[src/rtl/alu_exec_unit.sv]
`default_nettype none
// alu_exec_unit: execute-stage ALU with single-cycle logic/arith/LUI ops and iterative SLL/SRL.
// Revision: 1.0
module alu_exec_unit #(
  parameter int DATA_WIDTH  = 32,
  parameter int SHAMT_WIDTH = 5
) (
  input  logic                   clk,
  input  logic                   reset,
  input  logic                   start_i,
  input  logic [3:0]             alu_operation_i,
  input  logic [DATA_WIDTH-1:0]  a_i,
  input  logic [DATA_WIDTH-1:0]  b_i,
  input  logic [SHAMT_WIDTH-1:0] shamt_i,
  input  logic                   flush_i,
  output logic [DATA_WIDTH-1:0]  result_o,
  output logic                   zero_o,
  output logic                   done_o,
  output logic                   busy_o,
  output logic                   stall_o,
  output logic                   illegal_o
);

  localparam logic [3:0] c_OP_LUI = 4'b0000;
  localparam logic [3:0] c_OP_OR  = 4'b0001;
  localparam logic [3:0] c_OP_SLL = 4'b0010;
  localparam logic [3:0] c_OP_ADD = 4'b0011;
  localparam logic [3:0] c_OP_SRL = 4'b0100;
  localparam logic [3:0] c_OP_SUB = 4'b0101;
  localparam logic [3:0] c_OP_AND = 4'b0110;
  localparam logic [3:0] c_OP_NOR = 4'b0111;
  localparam logic [SHAMT_WIDTH-1:0] c_SH_ONE = {{(SHAMT_WIDTH-1){1'b0}}, 1'b1};
  localparam int c_HALF = DATA_WIDTH / 2;

  typedef enum logic [0:0] {S_IDLE = 1'b0, S_SHIFT = 1'b1} state_t;

  state_t                  r_state;
  logic [DATA_WIDTH-1:0]   r_result;
  logic                    r_zero;
  logic                    r_done;
  logic                    r_busy;
  logic                    r_illegal;
  logic [DATA_WIDTH-1:0]   r_shreg;
  logic [SHAMT_WIDTH-1:0]  r_cnt;
  logic                    r_left;

  logic [DATA_WIDTH-1:0]   w_result;
  logic                    w_illegal;
  logic                    w_is_shift;
  logic                    w_long_shift;
  logic [DATA_WIDTH-1:0]   w_b_sl1;
  logic [DATA_WIDTH-1:0]   w_b_sr1;
  logic [DATA_WIDTH-1:0]   w_next_shreg;

  assign w_b_sl1      = {b_i[DATA_WIDTH-2:0], 1'b0};
  assign w_b_sr1      = {1'b0, b_i[DATA_WIDTH-1:1]};
  assign w_is_shift   = (alu_operation_i == c_OP_SLL) || (alu_operation_i == c_OP_SRL);
  assign w_long_shift = w_is_shift && (shamt_i > c_SH_ONE);
  assign w_next_shreg = r_left ? {r_shreg[DATA_WIDTH-2:0], 1'b0} : {1'b0, r_shreg[DATA_WIDTH-1:1]};

  // Shift amounts of 0 and 1 resolve here; longer shifts take the iterative path.
  always_comb begin
    w_result  = '0;
    w_illegal = 1'b0;
    case (alu_operation_i)
      c_OP_LUI: w_result = {b_i[c_HALF-1:0], {c_HALF{1'b0}}};
      c_OP_OR:  w_result = a_i | b_i;
      c_OP_SLL: w_result = (shamt_i == '0) ? b_i : w_b_sl1;
      c_OP_ADD: w_result = a_i + b_i;
      c_OP_SRL: w_result = (shamt_i == '0) ? b_i : w_b_sr1;
      c_OP_SUB: w_result = a_i - b_i;
      c_OP_AND: w_result = a_i & b_i;
      c_OP_NOR: w_result = ~(a_i | b_i);
      default:  w_illegal = 1'b1;
    endcase
  end

  // The capture edge performs the first shift step so the result lands k cycles after start.
  always_ff @(posedge clk) begin
    if (reset) begin
      r_state   <= S_IDLE;
      r_result  <= '0;
      r_zero    <= 1'b1;
      r_done    <= 1'b0;
      r_busy    <= 1'b0;
      r_illegal <= 1'b0;
      r_shreg   <= '0;
      r_cnt     <= '0;
      r_left    <= 1'b0;
    end else begin
      r_done    <= 1'b0;
      r_illegal <= 1'b0;
      case (r_state)
        S_IDLE: begin
          if (start_i && !flush_i) begin
            if (w_long_shift) begin
              r_state <= S_SHIFT;
              r_busy  <= 1'b1;
              r_left  <= (alu_operation_i == c_OP_SLL);
              r_shreg <= (alu_operation_i == c_OP_SLL) ? w_b_sl1 : w_b_sr1;
              r_cnt   <= shamt_i - c_SH_ONE;
            end else begin
              r_result  <= w_result;
              r_zero    <= (w_result == '0);
              r_done    <= 1'b1;
              r_illegal <= w_illegal;
            end
          end
        end
        S_SHIFT: begin
          if (flush_i) begin
            r_state <= S_IDLE;
            r_busy  <= 1'b0;
            r_cnt   <= '0;
          end else if (r_cnt == c_SH_ONE) begin
            r_state  <= S_IDLE;
            r_busy   <= 1'b0;
            r_cnt    <= '0;
            r_result <= w_next_shreg;
            r_zero   <= (w_next_shreg == '0);
            r_done   <= 1'b1;
          end else begin
            r_shreg <= w_next_shreg;
            r_cnt   <= r_cnt - c_SH_ONE;
          end
        end
        default: begin
          r_state <= S_IDLE;
          r_busy  <= 1'b0;
        end
      endcase
    end
  end

  assign result_o  = r_result;
  assign zero_o    = r_zero;
  assign done_o    = r_done;
  assign busy_o    = r_busy;
  assign illegal_o = r_illegal;
  assign stall_o   = r_busy || ((r_state == S_IDLE) && start_i && w_long_shift && !flush_i);

endmodule
`default_nettype wire

[config.mk]
export PLATFORM = sky130hd
export DESIGN_NAME = alu_exec_unit
export DESIGN_NICKNAME = d
export VERILOG_FILES = /design/src/rtl/alu_exec_unit.sv
export SDC_FILE = /design/constraint.sdc
export NUM_CORES = 1
export LEC_CHECK = 0
export BUFFER_PORTS_ARGS = -buffer_cell sky130_fd_sc_hd__buf_2
export CAP_MARGIN = 5
export CORE_MARGIN = 2
export CORE_UTILIZATION = 60
export DETAILED_ROUTE_END_ITERATION = 16
export PLACE_DENSITY = 0.79
export SLEW_MARGIN = 20
export SYNTH_ARGS = -nofsm -noshare
export SYNTH_HDL_FRONTEND = slang
export SYNTH_SLANG_ARGS = --single-unit
[constraint.sdc]
create_clock -name clk -period 8.4 [get_ports clk]
set_input_delay 1.68 -clock clk [delete_from_list [all_inputs] [get_ports clk]]
set_output_delay 1.68 -clock clk [all_outputs]
set_load 0.01 [all_outputs]
# Word-level counts from Yosys, hierarchy flattened
# Cells that the tools add are included.
[word_totals] register_bits=75 inputBits=77 output_inout_bits=37
[op_classes] n_addsub=4 order_cmp=1 eq_ne=15 mux=41 n_bitwise=5 n_reduce_logical=19
[ops] cell="two-way mux 32 bit" n=12
[ops] cell="one-hot mux 32 bit (8 select lines)" n=1
[ops] cell="one-hot mux 32 bit (2 select lines)" n=2
[ops] cell="zero test 32 bit" n=2
[ops] cell="adder 32 bit" n=1
[ops] cell="bitwise AND 32 bit" n=1
[ops] cell="NOT 32 bit" n=1
[ops] cell="bitwise OR 32 bit" n=1
[ops] cell="subtractor 32 bit" n=1
[ops] cell="two-way mux 5 bit" n=4
[ops] cell="two-way mux 1 bit" n=17
[ops] cell="equality test 4 x 3 -> 1 bit (second input constant)" n=4
[ops] cell="inequality test 2 bit (second input constant)" n=5
[ops] cell="one-hot mux 5 bit (2 select lines)" n=1
[ops] cell="subtractor 5 x 1 -> 5 bit (second input constant)" n=2
[ops] cell="equality test 4 x 2 -> 1 bit (second input constant)" n=2
[ops] cell="one-hot mux 1 bit (2 select lines)" n=4
[ops] cell="AND reduction 4 bit" n=2
[ops] cell="OR reduction 8 bit" n=1
[ops] cell="AND reduction 3 bit" n=2
[ops] cell="equality test 5 x 1 -> 1 bit (second input constant)" n=1
[ops] cell="> comparator 5 x 1 -> 1 bit (second input constant)" n=1
[ops] cell="logical AND 1 bit" n=5
[ops] cell="zero test 5 bit" n=1
[ops] cell="other kinds (9)" n=11

# Logic depth before layout (Yosys ltp)
[logic_depth] depth_word=7 mapped_depth=22 mapped_depth_nobuf=20

# Worst setup path before layout
# No wires, ideal clock.
[synth_timing] path_type="in2reg" startpoint="in b_i[5]" endpoint="reg r_zero (netlist: zero_o)" t_arrival_ns=6.265 setup_slack_ns=2.039 path_stages=21 n_path_buf=2 path_cell_list="clkbuf_1 nor3_1 nand2b_1 nor4_1 nand2_1 or2_2 o41ai_1 xor2_1 ha_1 clkbuf_1 nand2_1 nor2_1 a211oi_1 o21ai_1 a31oi_1 xor2_1 o21ai_0 or4_1 or4_1 or4b_1 o41ai_2"
[synth_between] elab_chain_len=7 elab_cells_between_ends=12
[synth_lines] item="start, declared" line_no="13" source="input logic [DATA_WIDTH-1:0] b_i,"
[synth_lines] item="branches (longest 2 deep; another with subtractor 32 bit)"
[synth_lines] item="one-hot mux 32 bit (8 select lines) *" line_no="65" source="case (alu_operation_i)"
[synth_lines] item="zero test 32 bit *" line_no="104" source="r_zero <= (w_result == '0);"
[synth_lines] item="two-way mux 1 bit *" line_no="96" source="if (w_long_shift) begin"
[synth_lines] item="two-way mux 1 bit *" line_no="95" source="if (start_i && !flush_i) begin"
[synth_lines] item="one-hot mux 1 bit (2 select lines) *" line_no="93" source="case (r_state)"
[synth_lines] item="end signal, assigned" line_no="104"
[synth_lines] item="end signal, assigned" line_no="120" source="r_zero <= (w_next_shreg == '0);"
[synth_lines] item="end, declared" line_no="39" source="logic r_zero;"
# Mark *: on every way between the ends. The select of a mux whose other input is x is not followed.
# A chain may end at the register's enable or synchronous reset.

# Final worst setup path
[layout_timing] startpoint="in alu_operation_i[0]" endpoint="reg r_zero (netlist: zero_o)"
[layout_between] elab_chain_len=6 elab_cells_between_ends=17
[layout_lines] item="start, declared" line_no="11" source="input logic [3:0] alu_operation_i,"
[layout_lines] item="equality test 4 x 3 -> 1 bit (tied with other cells)" line_no="65"
[layout_lines] item="one-hot mux 32 bit (8 select lines)" line_no="65"
[layout_lines] item="zero test 32 bit" line_no="104"
[layout_lines] item="two-way mux 1 bit" line_no="96"
[layout_lines] item="two-way mux 1 bit" line_no="95"
[layout_lines] item="one-hot mux 1 bit (2 select lines)" line_no="93"
# Several ways; a longest one is shown, not always the timed one. The select of a mux whose other input is x is not followed.

==> impl_results.html <==
<table>
<tr><th>Metric</th><th>Value</th></tr>
<tr><th colspan="2">Route</th></tr>
<tr><td>First DRT Iteration DRCs</td><td>roughly 1600</td></tr>
<tr><td>Remaining routing DRC violations</td><td>0</td></tr>
<tr><td>Total via count in the routed design</td><td>9983</td></tr>
<tr><td>Final routed wirelength across all metal layers</td><td>30900 um</td></tr>
<tr><td>Average routed wire per standard cell</td><td>21.1 um</td></tr>
<tr><td>Antenna viol nets, final</td><td>0</td></tr>
<tr><td>Vias per Instance</td><td>6.81</td></tr>
<tr><td>First-pass DRT Iterations</td><td>7</td></tr>
<tr><th colspan="2">Place</th></tr>
<tr><td>Gpl congestion</td><td>1.03</td></tr>
<tr><td>Place WS</td><td>between 1000 and 1500 ps</td></tr>
<tr><td>Final HPWL from detailed placement</td><td>22600 um</td></tr>
<tr><td>Number of port buffers</td><td>~110</td></tr>
<tr><td>Cell area after placement</td><td>8890 um^2</td></tr>
<tr><th colspan="2">Synthesis</th></tr>
<tr><td>Count of cell types in the netlist</td><td>75</td></tr>
<tr><td>Area fraction of the dominant cell type after synthesis</td><td>17.9%</td></tr>
<tr><td>Mapped Cells</td><td>1262</td></tr>
<tr><td>Synthesis warning total</td><td>0</td></tr>
<tr><td>Area leader, netlist</td><td>sky130_fd_sc_hd__dfxtp_1</td></tr>
<tr><td>Mapped Avg Cell Area</td><td>6.64 um^2</td></tr>
<tr><td>Dominant synthesized flop cell</td><td>sky130_fd_sc_hd__dfxtp_1</td></tr>
<tr><td>Part of the Yosys area used for sequential elements</td><td>17.9%</td></tr>
<tr><td>Post-Syn Nets</td><td>1378</td></tr>
<tr><td>Number of enable flip-flop cells after synthesis</td><td>0</td></tr>
<tr><td>Top cells by area, synth</td><td>sky130_fd_sc_hd__dfxtp_1, sky130_fd_sc_hd__a21oi_1, sky130_fd_sc_hd__nand2_1</td></tr>
<tr><td>Flop and latch count out of synthesis</td><td>75</td></tr>
<tr><td>Post-synth design cell area</td><td>roughly 8400 um^2</td></tr>
<tr><td>FFs w/ async S/R, synth</td><td>0%</td></tr>
<tr><th colspan="2">Critical path</th></tr>
<tr><td>First element of the critical path</td><td>alu_operation_i[0]</td></tr>
<tr><td>Critical path fanouts, max</td><td>26</td></tr>
<tr><td>Launch instance of the worst register-to-register path</td><td>r_cnt[0]</td></tr>
<tr><td>Type of the worst setup path</td><td>in2reg</td></tr>
<tr><td>Critical Path Sink Type</td><td>flop</td></tr>
<tr><td>FF-to-FF End</td><td>zero_o</td></tr>
<tr><td>Setup slack of the most critical reg-to-reg path</td><td>4600 ps</td></tr>
<tr><td>CP Data Required Time</td><td>8640 ps</td></tr>
<tr><td>Worst Path Arrival</td><td>just over 7000 ps</td></tr>
<tr><td>Startpoint type of the worst setup path</td><td>input pin</td></tr>
<tr><td>Worst r2r path cells</td><td>11</td></tr>
<tr><td>CP endpoint</td><td>zero_o</td></tr>
<tr><th colspan="2">Final layout</th></tr>
<tr><td>Antenna fix cells</td><td>0</td></tr>
<tr><td>Ratio of cells with drive above 1 in the final layout</td><td>13.3%</td></tr>
<tr><td>Net count, final</td><td>around 1400</td></tr>
<tr><td>Area Growth Syn to Fin</td><td>9.80%</td></tr>
<tr><td>Post-route design area</td><td>just over 9000 um^2</td></tr>
<tr><td>Utilization after layout</td><td>66.9%</td></tr>
<tr><th colspan="2">Floorplan</th></tr>
<tr><td>X dimension of the die</td><td>122 um</td></tr>
<tr><td>Core region area</td><td>between 10000 and 15000 um^2</td></tr>
<tr><td>Y dimension of the die</td><td>122 um</td></tr>
<tr><td>Site Rows</td><td>43</td></tr>
<tr><td>Initial standard-cell utilization of the core</td><td>60.9%</td></tr>
<tr><td>Total die area</td><td>14900 um^2</td></tr>
<tr><td>I/O pin cnt</td><td>114</td></tr>
<tr><th colspan="2">Global routing</th></tr>
<tr><td>Antenna violations before repair</td><td>0</td></tr>
<tr><td>First-pass GRT wire length</td><td>48200 um</td></tr>
<tr><td>Combined global-route utilization of all metal layers</td><td>between 40% and 50%</td></tr>
<tr><td>Overflow after GRT</td><td>0</td></tr>
<tr><td>Number of global-route vias before repair</td><td>~8700</td></tr>
<tr><td>Largest net degree at the start of global routing</td><td>91</td></tr>
<tr><th colspan="2">Clock network</th></tr>
<tr><td>Clock Root Buffer</td><td>sky130_fd_sc_hd__clkbuf_16</td></tr>
<tr><td>H-Tree Level Count</td><td>3</td></tr>
<tr><td>Hold Buf Count CTS</td><td>0</td></tr>
<tr><td>CTS clock-pin slew for the worst setup and hold paths</td><td>60 ps</td></tr>
<tr><td>Number of buffers created by CTS</td><td>9</td></tr>
<tr><td>CTS tree</td><td>built</td></tr>
<tr><td>Count of instances resized after the clock tree is built</td><td>0</td></tr>
<tr><td>Sinks on Clock Net</td><td>75</td></tr>
<tr><td>Insertion delay to the later sink of the worst-skew pair</td><td>330 ps</td></tr>
<tr><td>Number of buffers between clock root and the deepest sink</td><td>2</td></tr>
<tr><td>Number of buffers inserted by post-CTS setup repair</td><td>0</td></tr>
<tr><th colspan="2">Flow run</th></tr>
<tr><td># Max-Cap Violations</td><td>0</td></tr>
<tr><th colspan="2">Timing</th></tr>
<tr><td>Worst Tran Pin Value</td><td>around 1100 ps</td></tr>
<tr><td>RSZ-0062 raised after global routing</td><td>no</td></tr>
<tr><td>Number of max-slew violations in the final report</td><td>0</td></tr>
<tr><td>Relative slew slack</td><td>28.1%</td></tr>
<tr><td>Final setup violation count</td><td>0</td></tr>
<tr><td>Clock period minus worst slack</td><td>6830 ps</td></tr>
<tr><td>Max frequency</td><td>146 MHz</td></tr>
<tr><td>Final worst-path cycle share</td><td>81.3%</td></tr>
<tr><td>Worst path setup slack after routing</td><td>approximately 1600 ps</td></tr>
<tr><td>Worst clock skew</td><td>around 6.2 ps</td></tr>
<tr><td>Setup Total Neg Slack</td><td>0 ps</td></tr>
<tr><td>Final hold vios</td><td>0</td></tr>
<tr><th colspan="2">Pwr</th></tr>
<tr><td>Peak VDD IR</td><td>128 uV</td></tr>
<tr><td>Leak pwr</td><td>around 3.5 nW</td></tr>
<tr><td>Power density over cell area</td><td>133 nW/um^2</td></tr>
<tr><th colspan="2">Hold path</th></tr>
<tr><td>Class of the tightest hold or removal check</td><td>reg2reg</td></tr>
<tr><th colspan="2">Run status</th></tr>
<tr><td>Result of the run</td><td>finished, final reports clean</td></tr>
</table>
## power by group
| part | total, mW | internal, mW | switching, mW |
|---|---|---|---|
| Clock | 0.399 | 0.253 | 0.146 |
| Combinational | 0.452 | 0.156 | 0.296 |
| Sequential | 0.377 | 0.368 | 0.00940 |
| Total | 1.23 | 0.776 | 0.451 |
## flip-flops by register name, indices dropped and copies added (netlist names)
| register | cells |
|---|---|
| illegal_o | 1 |
| r_state | 1 |
| r_shreg | 32 |
| result_o | 32 |
| busy_o | 1 |
| done_o | 1 |
| r_cnt | 5 |
| zero_o | 1 |
| r_left | 1 |
## worst min-delay path by stage
stage                      startpoint          end  slack, ps  depth (start not counted)
after global routing      result_o[5]  result_o[5]        470                          2
after CTS                 result_o[5]  result_o[5]        450                          2
after detailed placement  result_o[2]  result_o[2]        440                          2
final                     result_o[5]  result_o[5]        450                          2
after floorplan              r_cnt[4]     r_cnt[4]        440                          2
after global placement    result_o[4]  result_o[4]        440                          2
## cell families (layout without fill, tap and decap cells)
family	count (synthesis)	after routing	synth area share, %
buffers and inverters	145	170	6.70
adders and majority gates	39	39	5.91
muxes	34	34	4.07
xor gates and xnor gates	54	54	5.64
AOI/OAI and AO/OA	426	426	33.2
and+or+nand+nor	489	489	26.6
DFF	75	75	17.9
## routing by layer
metal  track usage, %  vias to the layer above  wire length, um
met3             8.92                       85             3980
li1                 -                     4668                -
met5                0                        -                0
met2             59.0                      697            13000
met4             14.3                        0              953
met1             59.6                     4533            12900
## critical path, stage by stage
cell                        delay (ps)
sky130_fd_sc_hd__buf_2             430
sky130_fd_sc_hd__nor2b_1           270
sky130_fd_sc_hd__and2_0            650
sky130_fd_sc_hd__a21oi_1           120
sky130_fd_sc_hd__xnor2_1           170
sky130_fd_sc_hd__ha_1              390
sky130_fd_sc_hd__nand2_1            70
sky130_fd_sc_hd__a211oi_1          350
sky130_fd_sc_hd__o21ai_0           340
sky130_fd_sc_hd__o2111ai_1         300
sky130_fd_sc_hd__nand3_1           270
sky130_fd_sc_hd__xor2_1            260
sky130_fd_sc_hd__o21ai_0           140
sky130_fd_sc_hd__or4_1             470
sky130_fd_sc_hd__or4_1             420
sky130_fd_sc_hd__or4b_1            550
sky130_fd_sc_hd__o41ai_2           190
## cell usage in the layout, fill, tap and decap left out, types with 7 or more instances in the layout
cell and n:
sky130_fd_sc_hd__nand2_1 203, sky130_fd_sc_hd__a21oi_1 155, sky130_fd_sc_hd__nor2_1 124, sky130_fd_sc_hd__buf_2 113, sky130_fd_sc_hd__dfxtp_1 73, sky130_fd_sc_hd__o21ai_0 56, sky130_fd_sc_hd__o211ai_1 46, sky130_fd_sc_hd__nand3_1 39
sky130_fd_sc_hd__ha_1 38, sky130_fd_sc_hd__mux2i_1 33, sky130_fd_sc_hd__nor3_1 28, sky130_fd_sc_hd__xnor2_1 28, sky130_fd_sc_hd__xor2_1 26, sky130_fd_sc_hd__inv_1 25, sky130_fd_sc_hd__a22oi_1 23, sky130_fd_sc_hd__a221oi_1 19
sky130_fd_sc_hd__nand4_1 17, sky130_fd_sc_hd__a211oi_1 17, sky130_fd_sc_hd__buf_4 16, sky130_fd_sc_hd__o31ai_1 15, sky130_fd_sc_hd__nor4_1 13, sky130_fd_sc_hd__nand2b_1 11, sky130_fd_sc_hd__nor2b_1 10, sky130_fd_sc_hd__o221ai_1 9
sky130_fd_sc_hd__clkbuf_16 9, sky130_fd_sc_hd__a32oi_1 8, sky130_fd_sc_hd__or4_1 7, sky130_fd_sc_hd__a21o_1 7, sky130_fd_sc_hd__o22ai_1 7
## synth_stat cells (all sizes together) (17+ instances only)
master    n
nand2   204
a21oi   155
nor2    125
clkbuf  103
dfxtp    75
o21ai    58
o211ai   46
nand3    39
ha       38
mux2i    33
nor3     28
xnor2    28
xor2     26
inv      25
a22oi    23
a221oi   19
a211oi   17
buf      17
nand4    17
## through the flow
step                      total power [mW]  hold slack (ps)  cells
after CTS                             1.21              448   1467
after detailed placement             0.815              443   1451
after global routing                  1.28              468   1467
after global placement               0.813              437   1451
after floorplan                      0.679              440   1262
final                                 1.23              448   1467
## layout make-up
cell class | instances | area (um^2)
Multi-Input combinational cell | 1042 | 6380
Sequential cell | 75 | 1510
Clock inverter | 4 | 47.5
Inverter | 25 | 93.8
Tap cell | 180 | 225
Fill cell | 1279 | 4570
Clock buffer | 12 | 267
Timing Repair Buffer | 129 | 686
(Power assumes the default switching activity.)
